## src/rtl/mips_ctrl_pkg.sv

```systemverilog
// Shared encodings for the multicycle MIPS-style control unit:
// opcodes, FSM states, ALUOp and memory access sizes.
package mips_ctrl_pkg;

  localparam logic [5:0] OP_RFORMAT = 6'd0;
  localparam logic [5:0] OP_ADDI    = 6'd8;
  localparam logic [5:0] OP_ANDI    = 6'd12;
  localparam logic [5:0] OP_LW      = 6'd35;
  localparam logic [5:0] OP_LB      = 6'd32;
  localparam logic [5:0] OP_LBU     = 6'd36;
  localparam logic [5:0] OP_LH      = 6'd33;
  localparam logic [5:0] OP_LHU     = 6'd37;
  localparam logic [5:0] OP_SW      = 6'd43;
  localparam logic [5:0] OP_SB      = 6'd40;
  localparam logic [5:0] OP_SH      = 6'd41;
  localparam logic [5:0] OP_BEQ     = 6'd5;
  localparam logic [5:0] OP_JAL     = 6'd3;

  localparam logic [3:0] S_FETCH   = 4'd0;
  localparam logic [3:0] S_DECODE  = 4'd1;
  localparam logic [3:0] S_MEMADR  = 4'd2;
  localparam logic [3:0] S_MEMRD   = 4'd3;
  localparam logic [3:0] S_MEMWB   = 4'd4;
  localparam logic [3:0] S_MEMWR   = 4'd5;
  localparam logic [3:0] S_EXEC    = 4'd6;
  localparam logic [3:0] S_RWB     = 4'd7;
  localparam logic [3:0] S_BRANCH  = 4'd8;
  localparam logic [3:0] S_JAL     = 4'd9;
  localparam logic [3:0] S_IMMEXEC = 4'd10;
  localparam logic [3:0] S_IMMWB   = 4'd11;
  localparam logic [3:0] S_TRAP    = 4'd12;

  localparam logic [1:0] ALUOP_ADD  = 2'b00;
  localparam logic [1:0] ALUOP_SUB  = 2'b01;
  localparam logic [1:0] ALUOP_FUNC = 2'b10;
  localparam logic [1:0] ALUOP_AND  = 2'b11;

  localparam logic [1:0] SZ_NONE = 2'b00;
  localparam logic [1:0] SZ_BYTE = 2'b01;
  localparam logic [1:0] SZ_HALF = 2'b10;
  localparam logic [1:0] SZ_WORD = 2'b11;

  function automatic logic is_load(
    input logic [5:0] op
  );
    return op == OP_LW || op == OP_LB ||
      op == OP_LBU || op == OP_LH ||
      op == OP_LHU;
  endfunction

  function automatic logic is_store(
    input logic [5:0] op
  );
    return op == OP_SW || op == OP_SB ||
      op == OP_SH;
  endfunction

  function automatic logic is_subword(
    input logic [5:0] op
  );
    return op == OP_LB || op == OP_LBU ||
      op == OP_LH || op == OP_LHU ||
      op == OP_SB || op == OP_SH;
  endfunction

  function automatic logic [1:0] mem_size(
    input logic [5:0] op
  );
    logic [1:0] sz;
    sz = SZ_NONE;
    unique case (1'b1)
      op == OP_LW, op == OP_SW: sz = SZ_WORD;
      op == OP_LH, op == OP_LHU,
      op == OP_SH: sz = SZ_HALF;
      op == OP_LB, op == OP_LBU,
      op == OP_SB: sz = SZ_BYTE;
      default: sz = SZ_NONE;
    endcase
    return sz;
  endfunction

  function automatic logic mem_signed(
    input logic [5:0] op
  );
    return op == OP_LW || op == OP_LB ||
      op == OP_LH || op == OP_SW ||
      op == OP_SB || op == OP_SH;
  endfunction

endpackage

```

## src/rtl/mem_wait_timer.sv

```systemverilog
// Counts memory wait cycles and flags the cycle that would
// reach the timeout limit.
module mem_wait_timer #(
  parameter int MEM_TIMEOUT = 15
) (
  input  logic clk,
  input  logic reset,
  input  logic clear,
  input  logic waiting,
  output logic timeout
);

  localparam logic [7:0] LAST = 8'(MEM_TIMEOUT - 1);

  logic [7:0] cnt;

  // Fires on the wait cycle that makes the count hit the limit.
  assign timeout = waiting && (cnt == LAST);

  always_ff @(posedge clk or posedge reset) begin
    if (reset)
      cnt <= 8'd0;
    else if (clear)
      cnt <= 8'd0;
    else if (waiting)
      cnt <= cnt + 8'd1;
  end

endmodule

```

## src/rtl/multicycle_control.sv

```systemverilog
// Multicycle control FSM with subword memory access and a
// per-access memory wait timeout.
module multicycle_control
  import mips_ctrl_pkg::*;
#(
  parameter bit SUBWORD_EN  = 1'b1,
  parameter int MEM_TIMEOUT = 15
) (
  input  logic       clk,
  input  logic       reset,
  input  logic [5:0] opcode,
  input  logic       mem_ready,
  output logic       PCWrite,
  output logic       PCWriteCond,
  output logic       IorD,
  output logic       IRWrite,
  output logic       MemRead,
  output logic       MemWrite,
  output logic       RegWrite,
  output logic       ALUSrcA,
  output logic [1:0] RegDst,
  output logic [1:0] MemtoReg,
  output logic [1:0] ALUSrcB,
  output logic [1:0] ALUOp,
  output logic [1:0] PCSource,
  output logic [1:0] MemDataSize,
  output logic       MemDataSign,
  output logic       illegal,
  output logic       bus_error,
  output logic [3:0] state
);

  logic [3:0] state_next;
  logic       legal_sub, is_ld, is_st;
  logic       waiting, timeout;
  logic       pcw, pcwc, irw, memw, regw, ill;

  assign legal_sub = SUBWORD_EN || !is_subword(opcode);
  assign is_ld = is_load(opcode) && legal_sub;
  assign is_st = is_store(opcode) && legal_sub;

  assign waiting = !mem_ready &&
    (state == S_FETCH || state == S_MEMRD ||
     state == S_MEMWR);

  mem_wait_timer #(
    .MEM_TIMEOUT(MEM_TIMEOUT)
  ) u_timer (
    .clk    (clk),
    .reset  (reset),
    .clear  (state_next != state),
    .waiting(waiting),
    .timeout(timeout)
  );

  always_ff @(posedge clk or posedge reset) begin
    if (reset)
      state <= S_FETCH;
    else
      state <= state_next;
  end

  always_comb begin
    state_next = state;
    unique case (state)
      S_FETCH:
        if (timeout) state_next = S_TRAP;
        else if (mem_ready) state_next = S_DECODE;
      S_DECODE:
        unique case (1'b1)
          is_ld, is_st:
            state_next = S_MEMADR;
          opcode == OP_RFORMAT:
            state_next = S_EXEC;
          opcode == OP_ADDI,
          opcode == OP_ANDI:
            state_next = S_IMMEXEC;
          opcode == OP_BEQ:
            state_next = S_BRANCH;
          opcode == OP_JAL:
            state_next = S_JAL;
          default:
            state_next = S_TRAP;
        endcase
      S_MEMADR:
        state_next = is_ld ? S_MEMRD : S_MEMWR;
      S_MEMRD:
        if (timeout) state_next = S_TRAP;
        else if (mem_ready) state_next = S_MEMWB;
      S_MEMWR:
        if (timeout) state_next = S_TRAP;
        else if (mem_ready) state_next = S_FETCH;
      S_EXEC:    state_next = S_RWB;
      S_IMMEXEC: state_next = S_IMMWB;
      default:   state_next = S_FETCH;
    endcase
  end

  always_comb begin
    pcw = 1'b0; pcwc = 1'b0; irw = 1'b0;
    memw = 1'b0; regw = 1'b0; ill = 1'b0;
    IorD = 1'b0; MemRead = 1'b0;
    ALUSrcA = 1'b0; ALUSrcB = 2'b00;
    ALUOp = ALUOP_ADD; PCSource = 2'b00;
    RegDst = 2'b00; MemtoReg = 2'b00;
    MemDataSize = SZ_NONE; MemDataSign = 1'b0;
    unique case (state)
      S_FETCH: begin
        MemRead = !timeout;
        ALUSrcB = 2'b01;
        irw = mem_ready;
        pcw = mem_ready;
      end
      S_DECODE: begin
        ALUSrcB = 2'b11;
        ill = (state_next == S_TRAP);
      end
      S_MEMADR: begin
        ALUSrcA = 1'b1;
        ALUSrcB = 2'b10;
      end
      S_MEMRD: begin
        MemRead = !timeout;
        IorD = 1'b1;
      end
      S_MEMWB: begin
        regw = 1'b1;
        MemtoReg = 2'b01;
      end
      S_MEMWR: begin
        memw = !timeout;
        IorD = 1'b1;
      end
      S_EXEC: begin
        ALUSrcA = 1'b1;
        ALUOp = ALUOP_FUNC;
      end
      S_RWB: begin
        regw = 1'b1;
        RegDst = 2'b01;
      end
      S_IMMEXEC: begin
        ALUSrcA = 1'b1;
        ALUSrcB = 2'b10;
        ALUOp = (opcode == OP_ANDI) ?
          ALUOP_AND : ALUOP_ADD;
      end
      S_IMMWB: regw = 1'b1;
      S_BRANCH: begin
        pcwc = 1'b1;
        ALUSrcA = 1'b1;
        ALUOp = ALUOP_SUB;
        PCSource = 2'b01;
      end
      S_JAL: begin
        regw = 1'b1;
        RegDst = 2'b10;
        MemtoReg = 2'b10;
        pcw = 1'b1;
        PCSource = 2'b10;
      end
      default: ;
    endcase
    if (state inside {S_MEMADR, S_MEMRD,
                      S_MEMWB, S_MEMWR}) begin
      MemDataSize = mem_size(opcode);
      MemDataSign = mem_signed(opcode);
    end
  end

  // Reset must silence every write strobe without a clock edge.
  assign PCWrite     = pcw  && !reset;
  assign PCWriteCond = pcwc && !reset;
  assign IRWrite     = irw  && !reset;
  assign MemWrite    = memw && !reset;
  assign RegWrite    = regw && !reset;
  assign illegal     = ill  && !reset;
  assign bus_error   = timeout && !reset;

endmodule
```

## config.mk

```make
export PLATFORM = sky130hd
export DESIGN_NAME = multicycle_control
export DESIGN_NICKNAME = d
export VERILOG_FILES = /design/src/rtl/mips_ctrl_pkg.sv /design/src/rtl/mem_wait_timer.sv /design/src/rtl/multicycle_control.sv
export SDC_FILE = /design/constraint.sdc
export NUM_CORES = 1
export LEC_CHECK = 0
export CORE_ASPECT_RATIO = 1.1
export CORE_UTILIZATION = 35
export CTS_CLUSTER_SIZE = 14
export DETAILED_ROUTE_END_ITERATION = 8
export GPL_ROUTABILITY_DRIVEN = 0
export PLACE_DENSITY = 0.71
export SYNTH_ARGS = -nofsm -noshare
export SYNTH_HDL_FRONTEND = slang
export SYNTH_SLANG_ARGS = --single-unit
```

## constraint.sdc

```tcl
create_clock -name clk -period 2 [get_ports clk]
set_clock_uncertainty 0.2 [all_clocks]
set_input_delay 0.4 -clock clk [delete_from_list [all_inputs] [get_ports clk]]
set_output_delay 0.4 -clock clk [all_outputs]
set_load 0.005 [all_outputs]
```

==> results.cfg, run 1 <==
[run_status]
status = complete, but fails checks
violations = negative setup slack

[sta]
post-route-period-util_pct = 135
setup_viol = 31
finalMaxSlewViolations = 0
fmax_mhz = 369
rsz0062_at_grt = yes
tightest_slew_ns = 0.538
hold_viol = 0
fin_crit_ns = 2.71
hold_ws_ns = 0.355
relSlewSlack_pct = 64.0
setup_slack_ns = -0.708

[cells_and_area]
area_growth_pct = 121
utilization_pct = 84.3
final_common_cell = buf_4
drive_gt1_share_pct = 59.5
final_cell_mix = 54 x buf_4, 29 x buf_6, 21 x buf_2
finalInstanceArea_mm2 = 0.00242
diodes = 0
fin_nets = 277

[detailed_routing]
ant_nets = 0
dr.pass1.iters = 6
wl_per_cell_um = 21.0
via_per_inst = 6.08
wl_um = 6250
drtIter0Drc = 113
dr_total_vias = 1806
drc = 0

[cts]
clkTransAtPathRegs_ns = 0.08
clock-sinks = 12
cts_buffers = 3
ctsRootBufferMaster = clkbuf_4
cts_tree = yes
cts_max_level = 1
hold_buffers = 0
clk_latency_ns = 0.28
max-clock-path-buffers = 2

[grt]
grt_pass1_vias = 1720
antenna_found_initial = 0
grt_pass1_wl_um = 8270
globalRouteOverflowTotal = 0
track_usage_pct = 32.1
grt_max_degree = 13

[die]
die_w_um = 55.4
initial_utilization_pct = 38.2
core_mm2 = 0.00288
die-height_um = 60.8
row_count = 20
dieArea_mm2 = 0.00337
pin_count = 36

[synth]
synth_ff_type = dfrtp_1
yosys.cell_types.count = 38
syn_inst = 149
avgSynthCellArea_um2 = 7.37
yosysWarnings = 0
synth-seq-area-share_pct = 27.3
async_flop_share_pct = 100
synth_nets = 160
synth_edf_count = 0
synth_area_mm2 = 0.00110
ys_seq_elements = 12

[pwr]
p_int_mw = 1.76
switching_share_pct = 42.1
p_leak_nw = 1.16
p_clk_share_pct = 5.2
p_switching_mw = 1.28
finalPower_mw = 3.05
seqPwrFrac_pct = 11.0
power_density_mw_per_mm2 = 1260
p_comb_share_pct = 83.8
peakVddDrop_v = 0.00109

[hold_path]
min_path_type = reg -> reg

[critical_path]
critPathCaptureType = output pin
path_delay_family = simple AND/OR/NAND/NOR gates
crit_type = reg -> out
critPathMaxStageDelay_ns = 0.56
cp_max_fo = 3
crit_slowest_cell = or4_4
crit_buf_inv = 2
path_cells = or4_4 > buf_6 > o22ai_4 > nand2_2 > o221ai_2 > and3_1 > buf_2
start_kind = flip-flop
cp.required_ns = 1.40
arrival_ns = 2.11

[place]
place_area_mm2 = 0.00185
dpl.hpwl_um = 2750
dp_slack_ns = -0.981
port_buffers = 35

[job]
cap_violations = 0
[cells by family after synthesis]
group           after synthesis  share of synthesized area [%]
xor+xnor                      7                           5.58
buf+inv                      15                           5.58
flops                        12                           27.3
simple gates                 85                           42.3
compound gates               28                           17.0
fa+ha+maj                     2                           2.28
[layer usage]
metal  part of all wire (%)  wire length (um)  track usage (%)
met5                      0                 0                0
met4                    9.8               615             16.1
met3                    9.2               573             6.61
met2                     48              3010             62.8
met1                     33              2050             33.1
[registers in the layout, summed over array words and instances, names as in the netlist]
signal and count:
state 4, u_timer.cnt 8
[cell type report]
class                   count  area [um2]
flip-flops and latches     12         300
well taps                  33        41.3
fillers                   134         453
repair buffers            121        1030
inverters                   6        22.5
multi-input cells         122        1010
clock buffers               3        22.5
[tightest hold or removal path, cell delays in order, from the launching register on]
cell and delay, ns:
dfrtp_1 0.35, ha_1 0.13, nor3_1 0.04
[power groups by stage]
| stage | logic, mW | registers (mW) | clock network [mW] |
|---|---|---|---|
| finish | 2.55 | 0.335 | 0.157 |
| global route | 2.66 | 0.338 | 0.173 |
| global placement | 1.43 | 0.335 | 0 |
| detailed placement | 1.45 | 0.335 | 0 |
| floorplan | 0.602 | 0.356 | 0 |
| CTS | 2.07 | 0.324 | 0.148 |
[repair_timing]
action,4_1_cts,5_1_grt
gates resized for setup,180,30
endpoints found under the hold margin,0,0
buffers inserted,27,17
pin swaps,20,16
setup endpoints to repair,34,36
[synthesized netlist by cell type (3+ instances only)]
library cell | n | area share, %
a21oi_1 | 8 | 3.6
nor3_1 | 8 | 3.6
nand2b_1 | 5 | 2.8
or3_1 | 3 | 1.7
inv_1 | 6 | 2.0
xor2_1 | 5 | 4.0
nand4_1 | 3 | 1.7
nor2b_1 | 7 | 4.0
dfrtp_1 | 12 | 27
clkbuf_1 | 7 | 2.4
nor3b_1 | 4 | 2.7
and3_1 | 4 | 2.3
nor2_1 | 26 | 8.9
nand3_1 | 3 | 1.4
nand4b_1 | 4 | 3.2
o21ai_0 | 8 | 3.6
nand2_1 | 9 | 3.1
[stage by stage]
step                cells  setup TNS, ns
global route          297         -15.04
floorplan             149         -0.592
CTS                   287          -9.44
finish                297         -13.11
global placement      260         -13.63
detailed placement    260         -14.42
[path summary, 6_finish.rpt]
path,slack (ns),to,cells after the start,start
setup / recovery,-0.71,illegal,7,state[3]
hold / removal,0.35,u_timer.cnt[1],2,u_timer.cnt[1]
setup reg to reg,-0.62,state[1],13,state[1]
hold reg to reg,0.35,u_timer.cnt[1],2,u_timer.cnt[1]
max in group asynchronous,0.84,u_timer.cnt[1],3,reset
min in group asynchronous,0.59,state[3],3,reset
Power figures use the tool's default switching activity.
==> inputs of run 2 (changes only) <==
Settings changed: PLACE_DENSITY 0.71 to 0.78, SKIP_CTS_REPAIR_TIMING from default to 1.
==> run 2 against run 1 <==
- fmax decreased by 1.4%
- routed wire length down 11%
- power shrank 6.0%
- hold slack better by 0.0017 ns
- critical endpoint unchanged
- global-route usage shrank 10 points
- sequential cell count stayed put
- the run still ends with negative setup slack left
- via count decreased by 5.8%
- count of clock-buffer cells in the layout is 1 higher
- die area is the same
- core utilization decreased by 3.7 points
- final cell count shrank 2.7%
- design area down 4.4%
==> results.cfg, run 2 (same netlist as run 1, synthesis figures left out) <==
[run_status]
violations = negative setup slack
status = complete, but fails checks

[detailed_routing]
drtIter0Drc = 150
dr.pass1.iters = 5
wl_per_cell_um = 19.2
wl_um = 5540
dr_total_vias = 1702
ant_nets = 0
drc = 0
via_per_inst = 5.89

[cells_and_area]
top_register = u_timer.cnt
diodes = 0
fillers = 166
utilization_pct = 80.5
multi_input_area_um2 = 945
largest_reg_flops = 8
seq_area_um2 = 303
final_common_cell = buf_4
area_growth_pct = 111
reg_top3 = u_timer.cnt: 8 flops, state: 4 flops
finalInstanceArea_mm2 = 0.00232
final_cells = 289
fin_nets = 268
final_cell_mix = 54 x buf_4, 21 x buf_6, 20 x nor2_1
drive_gt1_share_pct = 55.1

[cts]
clk_latency_ns = 0.28
cts_buffers = 3
max-clock-path-buffers = 2
cts_tree = yes
clkTransAtPathRegs_ns = 0.09
ctsRootBufferMaster = clkbuf_4
cts_max_level = 1
clock-sinks = 12

[grt]
grt_pass1_vias = 1437
track_usage_pct = 21.9
globalRouteOverflowTotal = 0
antenna_found_initial = 0
grt_max_degree = 15
grt_pass1_wl_um = 5980

[pwr]
p_switching_mw = 1.20
switching_share_pct = 41.9
p_leak_nw = 1.21
seqPwrFrac_pct = 12.3
peakVddDrop_v = 0.000994
p_int_mw = 1.66
finalPower_mw = 2.86
p_comb_share_pct = 80.6
p_clk_share_pct = 7.1
power_density_mw_per_mm2 = 1240

[critical_path]
reg2regPathDepth = 8
crit_slowest_cell = or4_4
start_kind = flip-flop
critPathMaxStageDelay_ns = 0.56
r2r-start = state[2]
reg2reg_slack_ns = -0.29
path_cells = or4_4 > buf_6 > o22ai_4 > nand2_2 > o221ai_2 > and3_1 > buf_2
crit-reg2reg-capture = u_timer.cnt[5]
arrival_ns = 2.15
crit_type = reg -> out
cp.required_ns = 1.40
cp_max_fo = 3
critPathCaptureType = output pin

[sta]
relSlewSlack_pct = 67.9
rsz0062_at_grt = yes
finalMaxSlewViolations = 0
fin_crit_ns = 2.75
fmax_mhz = 364
final.setup.tns_ns = -9.36
post-route-period-util_pct = 137
setup_slack_ns = -0.746
hold_viol = 0
hold_ws_ns = 0.356
setup_viol = 31
tightest_slew_ns = 0.474

[hold_path]
hold_path_end = u_timer.cnt[1]
min_path_type = reg -> reg
hold_start = u_timer.cnt[1]
hold_depth = 2

[die]
pin_count = 36
dieArea_mm2 = 0.00337
core_mm2 = 0.00288
initial_utilization_pct = 38.2
die-height_um = 60.8
row_count = 20
die_w_um = 55.4

[place]
place_area_mm2 = 0.00186
dp_slack_ns = -0.979
port_buffers = 35
dp_cells = 261
dpl.hpwl_um = 2870

[job]
cap_violations = 0
==> run 2: cell types whose count changed in the layout (fill, tap and decap cells not counted), moves of 2 or more <==
| cell | before | now |
|---|---|---|
| clkbuf_2 | 0 | 9 |
| buf_6 | 29 | 21 |
| nor2_4 | 4 | 2 |
| dlygate4sd2_1 | 6 | 0 |
| dfrtp_2 | 0 | 2 |
| a21oi_2 | 4 | 0 |
| dlymetal6s2s_1 | 1 | 11 |
| a21oi_1 | 3 | 7 |
| buf_12 | 0 | 3 |
| buf_2 | 21 | 12 |
| clkdlybuf4s15_2 | 2 | 0 |
| dfrtp_1 | 12 | 10 |
| buf_8 | 5 | 1 |
==> run 2: area by class of cell <==
type	instances	area share, %
tap	33	1.78
clock buffer	4	1.57
inverter	6	0.972
sequential	12	13.1
multi-input combinational	122	40.8
timing repair buffer	112	41.8
==> run 2: worst max-delay path: cells and delay by family, from the launching register on <==
kind | cells | cell delay (ns)
AND/OR/NAND/NOR | 3 | 0.87
AO/OA/AOI/OAI | 2 | 0.28
buffers and inverters | 2 | 0.27
flip-flops | 1 | 0.44
==> run 2: power by group through the flow <==
| stage | clock network, mW | registers, mW | logic [mW] |
|---|---|---|---|
| 3_5_place_dp | 0 | 0.337 | 1.47 |
| 5_1_grt | 0.222 | 0.352 | 2.39 |
| 4_1_cts | 0.197 | 0.332 | 1.48 |
| 6_report | 0.202 | 0.352 | 2.31 |
| 2_1_floorplan | 0 | 0.356 | 0.602 |
| 3_3_place_gp | 0 | 0.332 | 1.44 |
==> run 2: worst max path at each step <==
stage,end,slack (ns),startpoint,cells after the start
finish,illegal,-0.75,state[2],7
global route,illegal,-0.78,state[2],7
CTS,MemRead,-1.12,state[1],5
detailed placement,MemRead,-0.98,mem_ready,6
global placement,illegal,-0.95,mem_ready,7
floorplan,MemRead,-0.22,state[1],4
==> run 2: layer usage <==
| layer | GRT usage (%) | wire length [um] |
|---|---|---|
| met1 | 24.0 | 1950 |
| met5 | 0 | 0 |
| met3 | 4.48 | 382 |
| met4 | 7.14 | 346 |
| met2 | 43.0 | 2860 |
==> inputs of run 3 (changes only) <==
Settings changed: CTS_BUF_LIST from default to sky130_fd_sc_hd__clkbuf_8, CTS_CLUSTER_DIAMETER from default to 60.
==> run 3 against run 2 <==
- the run still ends with negative setup slack left
- routed wire length shrank 8.4%
- count of clock-buffer cells in the layout unchanged
- setup slack improved by 0.14 ns
- register-to-register slack barely moved
- critical path depth unchanged
- combinational power decreased by 6%
- die area unchanged
- hold slack better by 0.043 ns
- power down 2.7%
- sequential cell count is the same
- via count fell by 4.3%
- fmax rose by 5.4%
==> results.cfg, run 3 (same netlist as run 1, synthesis figures left out) <==
[run_status]
status = complete, but fails checks
violations = negative setup slack

[critical_path]
reg2reg_slack_ns = -0.28
crit-reg2reg-capture = u_timer.cnt[3]
reg2regPathDepth = 8
crit_type = reg -> out
critPathCaptureType = output pin
r2r-start = state[2]
cp.required_ns = 1.40
start_kind = flip-flop
arrival_ns = 2.01
cp_max_fo = 3

[place]
dp_cells = 261
port_buffers = 35
dp_slack_ns = -0.979
dpl.hpwl_um = 2870

[hold_path]
hold_start = u_timer.cnt[1]
min_path_type = reg -> reg
hold_path_end = u_timer.cnt[1]
hold_depth = 2

[detailed_routing]
dr.pass1.iters = 4
drtIter0Drc = 86
ant_nets = 0
drc = 0
wl_per_cell_um = 18.0
dr_total_vias = 1629
via_per_inst = 5.78
wl_um = 5080

[sta]
post-route-period-util_pct = 130
setup_viol = 29
tightest_slew_ns = 0.395
fmax_mhz = 384
relSlewSlack_pct = 73.2
hold_ws_ns = 0.399
hold_viol = 0
setup_slack_ns = -0.606
fin_crit_ns = 2.61
finalMaxSlewViolations = 0
rsz0062_at_grt = yes

[cts]
cts_buffers = 3
cts_max_level = 1
clkTransAtPathRegs_ns = 0.05
cts_tree = yes
ctsRootBufferMaster = clkbuf_8
clk_latency_ns = 0.24
max-clock-path-buffers = 2
clock-sinks = 12

[die]
core_mm2 = 0.00288
die_w_um = 55.4
die-height_um = 60.8
row_count = 20
pin_count = 36
initial_utilization_pct = 38.2
dieArea_mm2 = 0.00337

[pwr]
peakVddDrop_v = 0.00105
p_leak_nw = 1.14
power_density_mw_per_mm2 = 1220
finalPower_mw = 2.78

[grt]
grt_pass1_vias = 1432
globalRouteOverflowTotal = 0
track_usage_pct = 22.0
antenna_found_initial = 0
grt_pass1_wl_um = 6030
grt_max_degree = 15

[cells_and_area]
largest_reg_flops = 8
area_growth_pct = 108
final_cells = 282
diodes = 0
top_register = u_timer.cnt
final_common_cell = buf_4
drive_gt1_share_pct = 54.6
fillers = 163
fin_nets = 261
reg_top3 = u_timer.cnt: 8 flops, state: 4 flops
final_cell_mix = 47 x buf_4, 22 x buf_6, 20 x nor2_1

[job]
cap_violations = 0
[run 3: cell types whose count changed in the layout (fill, tap and decap cells not counted), sizes merged]
| cell | previous run | this run |
|---|---|---|
| clkbuf | 13 | 11 |
| dlymetal6s2s | 11 | 9 |
| clkdlybuf4s50 | 1 | 4 |
| buf | 91 | 85 |
[run 3: layer usage]
layer,part of all wire [%],global-route usage (%),vias up
met5,0,0,-
met4,2.7,5.00,0
met3,5.0,4.26,14
met2,53,43.5,77
met1,39,24.8,803
li1,-,-,735
[run 3: final cells by class]
class	count	area (um2)	share of cell area (%)
multi-input combinational	122	957	41.8
sequential	12	303	13.2
clock buffer	4	55.1	2.41
tap	33	41.3	1.81
inverter	6	22.5	0.985
timing repair buffer	105	908	39.7
[run 3: how the worst max path moves through the flow]
stage,startpoint,endpoint,slack (ns),depth (start not counted)
CTS,state[1],MemRead,-1.08,5
floorplan,state[1],MemRead,-0.22,4
global placement,mem_ready,illegal,-0.95,7
detailed placement,mem_ready,MemRead,-0.98,6
finish,state[2],illegal,-0.61,7
global route,state[0],illegal,-0.68,8
[run 3: report_power, final]
group | switching (mW) | internal, mW | total, mW
logic | 0.987 | 1.18 | 2.17
registers | 0.0555 | 0.295 | 0.351
clock network | 0.0925 | 0.174 | 0.267
[run 3: critical path, stage by stage (launching register included)]
cell and delay (ns):
dfrtp_2 0.41, or4_4 0.56, buf_6 0.14, o22ai_4 0.18
nand2_2 0.09, o221ai_2 0.09, and3_1 0.18, buf_2 0.11
[run 3: stage by stage]
stage / utilization, % / area, um2 / setup TNS [ns]
final: 79.5 / 2290 / -6.91
after global routing: 79.5 / 2290 / -8.29
after CTS: 66.4 / 1910 / -17.01
after detailed placement: 64.5 / 1860 / -14.47
after global placement: 64.5 / 1860 / -13.54
after floorplan: - / 1110 / -0.592
